### src/rtl/game_status_scanner.sv
// Snapshots the minesweeper board and walks it one cell per clock to report win/lose and counts.
// Build option GAME_STICKY_EN: game_lost/game_won latch until reset instead of following each scan.
module game_status_scanner #(
    parameter int N      = 8,
    parameter int CELL_W = 7
) (
    input  logic                         clk,
    input  logic                         rst,
    input  logic                         start,
    input  logic [N*N*CELL_W-1:0]        board_flat,
    output logic                         busy,
    output logic                         done,
    output logic                         game_lost,
    output logic                         game_won,
    output logic [$clog2(N*N+1)-1:0]     bomb_count,
    output logic [$clog2(N*N+1)-1:0]     flag_count,
    output logic [$clog2(N*N+1)-1:0]     flags_correct,
    output logic [$clog2(N*N+1)-1:0]     revealed_safe
);

    localparam int NC = N * N;
    localparam int CW = $clog2(NC + 1);
    localparam int IW = (NC > 1) ? $clog2(NC) : 1;
    localparam logic [IW-1:0] LAST_IDX = IW'(NC - 1);
    localparam logic [CW-1:0] CELLS    = CW'(NC);
    localparam logic [CW-1:0] CNT_ZERO = {CW{1'b0}};

    typedef enum logic [1:0] {
        IDLE = 2'd0,
        SNAP = 2'd1,
        SCAN = 2'd2,
        EVAL = 2'd3
    } state_t;

    state_t                  state_r;
    state_t                  state_next_s;
    logic [IW-1:0]           index_r;
    logic [N*N*CELL_W-1:0]   snapshot_r;
    logic [CW-1:0]           bomb_acc_r;
    logic [CW-1:0]           flag_acc_r;
    logic [CW-1:0]           fc_acc_r;
    logic [CW-1:0]           rs_acc_r;
    logic                    lost_acc_r;
    logic                    busy_r;
    logic                    done_r;
    logic                    game_lost_r;
    logic                    game_won_r;
    logic [CW-1:0]           bomb_count_r;
    logic [CW-1:0]           flag_count_r;
    logic [CW-1:0]           flags_correct_r;
    logic [CW-1:0]           revealed_safe_r;

    // Only the bomb/flag/revealed bits matter; the neighbour count is never read.
    logic [2:0]              cell_bits_s;
    logic                    cell_bomb_s;
    logic                    cell_flag_s;
    logic                    cell_rev_s;
    logic                    lost_eval_s;
    logic                    won_eval_s;

    assign cell_bits_s = snapshot_r[int'(index_r) * CELL_W + 4 +: 3];
    assign cell_bomb_s = cell_bits_s[2];
    assign cell_flag_s = cell_bits_s[1];
    assign cell_rev_s  = cell_bits_s[0];

    // Verdict of the scan that just completed.
    always_comb begin
        lost_eval_s = lost_acc_r;
        if (!lost_acc_r && (bomb_acc_r != CNT_ZERO) && (rs_acc_r == (CELLS - bomb_acc_r))) begin
            won_eval_s = 1'b1;
        end else begin
            won_eval_s = 1'b0;
        end
    end

    // FSM state register, updated on the board register's edge.
    always_ff @(negedge clk or negedge rst) begin
        if (!rst) begin
            state_r <= IDLE;
        end else begin
            state_r <= state_next_s;
        end
    end

    // FSM next-state logic.
    always_comb begin
        state_next_s = state_r;
        case (state_r)
            IDLE: begin
                if (start) begin
                    state_next_s = SNAP;
                end else begin
                    state_next_s = IDLE;
                end
            end
            SNAP: state_next_s = SCAN;
            SCAN: begin
                if (index_r == LAST_IDX) begin
                    state_next_s = EVAL;
                end else begin
                    state_next_s = SCAN;
                end
            end
            EVAL:    state_next_s = IDLE;
            default: state_next_s = IDLE;
        endcase
    end

    // Snapshot, accumulators and registered results.
    always_ff @(negedge clk or negedge rst) begin
        if (!rst) begin
            index_r         <= {IW{1'b0}};
            snapshot_r      <= {(N*N*CELL_W){1'b0}};
            bomb_acc_r      <= CNT_ZERO;
            flag_acc_r      <= CNT_ZERO;
            fc_acc_r        <= CNT_ZERO;
            rs_acc_r        <= CNT_ZERO;
            lost_acc_r      <= 1'b0;
            busy_r          <= 1'b0;
            done_r          <= 1'b0;
            game_lost_r     <= 1'b0;
            game_won_r      <= 1'b0;
            bomb_count_r    <= CNT_ZERO;
            flag_count_r    <= CNT_ZERO;
            flags_correct_r <= CNT_ZERO;
            revealed_safe_r <= CNT_ZERO;
        end else begin
            done_r <= 1'b0;
            busy_r <= (state_next_s == SNAP) || (state_next_s == SCAN);
            case (state_r)
                IDLE: begin
                    index_r <= index_r;
                end
                SNAP: begin
                    snapshot_r <= board_flat;
                    index_r    <= {IW{1'b0}};
                    bomb_acc_r <= CNT_ZERO;
                    flag_acc_r <= CNT_ZERO;
                    fc_acc_r   <= CNT_ZERO;
                    rs_acc_r   <= CNT_ZERO;
                    lost_acc_r <= 1'b0;
                end
                SCAN: begin
                    bomb_acc_r <= bomb_acc_r + {{(CW-1){1'b0}}, cell_bomb_s};
                    flag_acc_r <= flag_acc_r + {{(CW-1){1'b0}}, cell_flag_s};
                    fc_acc_r   <= fc_acc_r + {{(CW-1){1'b0}}, (cell_flag_s & cell_bomb_s)};
                    rs_acc_r   <= rs_acc_r + {{(CW-1){1'b0}}, (cell_rev_s & ~cell_bomb_s)};
                    lost_acc_r <= lost_acc_r | (cell_rev_s & cell_bomb_s);
                    if (index_r != LAST_IDX) begin
                        index_r <= index_r + IW'(1);
                    end else begin
                        index_r <= index_r;
                    end
                end
                EVAL: begin
                    done_r          <= 1'b1;
                    bomb_count_r    <= bomb_acc_r;
                    flag_count_r    <= flag_acc_r;
                    flags_correct_r <= fc_acc_r;
                    revealed_safe_r <= rs_acc_r;
`ifdef GAME_STICKY_EN
                    // A loss ever seen vetoes any win until reset.
                    game_lost_r     <= game_lost_r | lost_eval_s;
                    game_won_r      <= (game_won_r | won_eval_s) & ~(game_lost_r | lost_eval_s);
`else
                    game_lost_r     <= lost_eval_s;
                    game_won_r      <= won_eval_s;
`endif
                end
                default: begin
                    index_r <= {IW{1'b0}};
                end
            endcase
        end
    end

    assign busy          = busy_r;
    assign done          = done_r;
    assign game_lost     = game_lost_r;
    assign game_won      = game_won_r;
    assign bomb_count    = bomb_count_r;
    assign flag_count    = flag_count_r;
    assign flags_correct = flags_correct_r;
    assign revealed_safe = revealed_safe_r;

endmodule
### config.mk
export PLATFORM = sky130hd
export DESIGN_NAME = game_status_scanner
export DESIGN_NICKNAME = d
export VERILOG_FILES = /design/src/rtl/game_status_scanner.sv
export SDC_FILE = /design/constraint.sdc
export NUM_CORES = 1
export LEC_CHECK = 0
export CAP_MARGIN = 20
export CORE_AREA = 2 2 186 188
export DETAILED_ROUTE_END_ITERATION = 8
export DIE_AREA = 0 0 188 190
export DONT_BUFFER_PORTS = 1
export GPL_ROUTABILITY_DRIVEN = 0
export PLACE_DENSITY_LB_ADDON = 0.1
export RECOVER_POWER = 50
export SLEW_MARGIN = 10
export SYNTH_ARGS = -nofsm -noshare
export SYNTH_HDL_FRONTEND = slang
export SYNTH_SLANG_ARGS = --single-unit
### constraint.sdc
create_clock -name clk -period 3 [get_ports clk]
set_input_delay 0.6 -clock clk [delete_from_list [all_inputs] [get_ports clk]]
set_output_delay 0.6 -clock clk [all_outputs]
set_load 0.01 [all_outputs]
After elaboration in Yosys (flattened, before gate mapping)
Index checks and enable logic that the tools add are counted.
{"block": "word_totals", "regBits": 517, "in_bits": 451, "out_inout_bits": 32, "wordCells": 59}
{"block": "classes", "n_addsub": 7, "mul": 1, "n_eq_ne": 9, "shift": 1, "mux": 12, "n_bitwise": 5, "n_reduce_logical": 8}
{"op": "$shiftx A448 B11 Y3", "count": 1}
{"op": "$pmux W7 S2", "count": 4}
{"op": "$add A7 B1 Y7", "count": 4}
{"op": "$pmux W6 S2", "count": 1}
{"op": "$add A9 B3 Y10 const B", "count": 1}
{"op": "$mul A6 B3 Y9 const B", "count": 1}
{"op": "$pmux W2 S4", "count": 1}
{"op": "$eq A7 B7 Y1", "count": 1}
{"op": "$reduce_bool A7 Y1", "count": 1}
{"op": "$sub A7 B7 Y7 const A", "count": 1}
{"op": "$add A6 B1 Y6 const B", "count": 1}
{"op": "$eq A2 B2 Y1 const B", "count": 3}
{"op": "$eq A6 B6 Y1 const B", "count": 1}
{"op": "$mux W6", "count": 1}
{"op": "$ne A6 B6 Y1 const B", "count": 1}
{"op": "$eq A2 B1 Y1 const B", "count": 2}
{"op": "$mux W1", "count": 4}
{"op": "$and A1 B1 Y1", "count": 3}
{"op": "$logic_and A1 B1 Y1", "count": 2}
{"op": "$logic_not A2 Y1", "count": 1}
{"op": "$ne A2 B2 Y1 const B", "count": 1}
{"op": "$pmux W1 S2", "count": 1}
{"op": "$reduce_and A2 Y1", "count": 1}
{"op": "$reduce_bool A2 Y1", "count": 1}
{"op": "4 further kinds", "count": 4}

Longest topological paths before layout
{"block": "depth", "ltp_word": 7, "ltp_mapped": 16, "depth_no_buf": 12}

==> results.md <==
* Status: finished with violations
* Failing checks: setup timing
* Filler Cell Count at 3090
* Die area at 35700 um2
* Dpl cells at 1285
* CTS tree: built
* Final antenna-violating net count at 0
* Total GRT Usage at 17.2%
* Netlist cell types at 43
* Largest net degree at the start of global routing at 262
* Final core utilization at 41.8%
* Row count at 68
* RSZ-0062 raised after global routing: true
* F_max at 0.300 GHz
* Final #Nets at 1342
* Port bufs at 0
* Worst path slowest cell: mux4_2
* CP max FO at 5
* CP cell instances: buf_6 -> buf_12 -> mux4_2 -> mux4_2 -> mux4_2 -> nor2b_4 -> ha_4 -> ha_4 -> nand3_2 -> nor3b_2 -> a21oi_1 -> o22ai_1
* Delay-heaviest family, CP: multiplexers
* Final Instance Area at 14200 um2
* Critical path arrival at 5.19 ns
* Final Hold Viols at 0
* CTS buffer count at 30
* Residual DRC at 0
* Synth Cell Area at 11900 um2
* Nature of the critical path endpoint: register
* Post-synth net total at 1297
* Core Area at 33900 um2
* Most frequent cells in the layout: dfrtn_1, mux2_1, buf_4
* Clock sink count at 261
* Yosys reg bits at 261
* Worst Skew at 0.00978 ns
* HP Class: register to register
* Final Max Slew Viols at 0
* Crit path largest cell delay at 0.55 ns
* Slew @ Worst Pin at 1.36 ns
* Asr flop ratio synth at 100%
* Max-Cap Viols at 0
* Initial DRC count at 309
* Clock period minus final worst setup slack at 3.33 ns
* Vias per inst at 5.11
* Slew headroom at 9.00%
* Initial antenna violation count at 31
* Area added between synthesis and finish at 19.3%
* First-pass GRT wire length at 47200 um
* Synth Warn # at 0
* Syn Inst Count at 831
* Root Driver: clkbuf_16
* Dominant synthesized flop cell: dfrtn_1
* Vias in the first global route at 7843
* Die X at 188 um
* DP HPWL at 21700 um
* Req. time, crit path at 4.86 ns
* Setup Viol. Count Final at 56
* Pre-Repair DR Iteration Count at 4
* Worst-path clk slew at 0.04 ns
* Worst VDD drop at 0.000411 V
* H-tree levels at 1
* Final TNS setup at -7.56 ns
* Drt total wl at 30400 um
* Syn avg cell area at 14.3 um2
* Post-synthesis sequential area ratio at 54.9%
* DP Worst Slack at -0.566 ns
* Layout Cells excl Fill at 1370
* Die height at 190 um
* Hold slack at 0.428 ns
* GRT overflow at 0
* Fraction of layout cells with a size suffix above 1 at 26.0%
* Critical path startpoint category: register
* Pwr Total at 8.36 mW
* DR vias at 7001
* Ports at 483
* Tcrit/Tclk final at 111%
* Commonest non-fill, non-tap cell in the layout: dfrtn_1
* Initial Util at 35.1%
* Lkg Pwr at 5.74 nW
* Most used cell, CP: mux4_2
* Worst-skew pair later-pin latency at 0.55 ns
* Crit path kind: register to register
* Final Worst Setup Slack at -0.334 ns
* Buf/Inv on CP at 2
* Max Buffers Root-to-Sink at 3
* Drt wl/cell at 22.2 um
* EDFF count, synth at 0
* Placed cell area at 12700 um2
* PD cells at 589 nW/um2
[worst paths after layout]
kind                                 startpoint                to  slack [ns]  depth (start not counted)
min in group asynchronous                   rst  revealed_safe[5]        1.13                          0
worst min register to register  snapshot_r[439]   snapshot_r[439]        0.43                          1
worst max register to register       index_r[0]       fc_acc_r[4]       -0.33                         12
max in group asynchronous                   rst        index_r[2]        1.04                          0
worst min-delay path            snapshot_r[439]   snapshot_r[439]        0.43                          1
worst max-delay path                 index_r[0]       fc_acc_r[4]       -0.33                         12
[what timing repair did]
| item | in CTS | in global routing |
|---|---|---|
| buffers inserted | 10 | 4 |
| setup endpoints to repair | 60 | 60 |
| pin swaps | 23 | 17 |
| cloned | 3 | 0 |
| gates resized for setup | 65 | 19 |
| hold buffers | 0 | 0 |
[cells in the mapped netlist, types with 2 or more instances]
master / count / area share [%]
nor2_1: 17 / 0.54
a22oi_2: 2 / 0.21
o22ai_1: 6 / 0.32
or3_1: 9 / 0.47
o21ai_1: 5 / 0.21
mux2_2: 42 / 4.0
a211oi_1: 4 / 0.25
mux2_1: 180 / 17
xnor2_1: 7 / 0.51
buf_2: 5 / 0.21
xor2_1: 13 / 0.96
nor3_1: 4 / 0.17
buf_1: 5 / 0.16
mux4_1: 14 / 3.1
and4_1: 2 / 0.15
mux2i_1: 33 / 2.8
nand3_1: 14 / 0.59
a221oi_1: 10 / 0.74
inv_2: 2 / 0.063
a21oi_1: 18 / 0.76
o221ai_1: 4 / 0.29
clkbuf_1: 40 / 1.3
and2_1: 3 / 0.16
nor2b_1: 2 / 0.11
ha_1: 15 / 1.6
nand4_1: 10 / 0.53
dfrtn_1: 261 / 55
nand3b_1: 2 / 0.13
inv_1: 16 / 0.50
nand2_1: 23 / 0.73
buf_8: 3 / 0.38
mux4_2: 23 / 4.4
o21ai_0: 27 / 1.1
[layer usage]
metal | share of wire (%) | global-route usage [%]
met1 | 39 | 20.4
met2 | 49 | 28.9
met3 | 8.3 | 6.70
met4 | 2.9 | 5.24
met5 | 0.48 | 0
[state kept, by name, indices dropped and copies added (netlist names), 7 cells and up]
register / flops
snapshot_r: 192
bomb_acc_r: 7
bomb_count: 7
fc_acc_r: 7
flag_acc_r: 7
flag_count: 7
flags_correct: 7
revealed_safe: 7
rs_acc_r: 7
[layout make-up]
cell class	instances	area [um2]	area share, %
Antenna cell	19	47.5	0.335
Tap cell	455	569	4.01
Timing Repair Buffer	69	762	5.37
Sequential cell	261	6530	46.0
Clock inverter	4	20.0	0.141
Multi-Input combinational cell	496	5290	37.2
Clock buffer	48	910	6.41
Inverter	18	72.6	0.511
[report_power, final]
part / leakage [nW] / total (mW) / switching, mW / internal [mW]
clock: 0.460 / 3.43 / 1.38 / 2.04
sequential: 3.14 / 4.17 / 0.331 / 3.84
combinational: 2.14 / 0.764 / 0.335 / 0.429
[worst reg2reg max path, delay by kind of cell (launching register included)]
kind                       cells  cell delay, ns
adders and majority gates      2            0.33
muxes                          3            1.58
AOI/OAI and AO/OA              2            0.20
buffers and inverters          2            0.31
DFF                            1            0.42
and+or+nand+nor                3            0.30
[kinds of logic (layout without fill, tap and decap cells)]
family          after synthesis  after routing  share of synthesized area, %
buf+inv                      74            139                          2.90
compound gates               80             80                          4.17
other cells                   0             19                             0
fa+ha+maj                    15             15                          1.58
mux                         292            292                          31.2
xor+xnor                     20             20                          1.47
simple gates                 89             89                          3.80
flops                       261            261                          54.9
No activity file was read; power rests on OpenSTA's default activity.
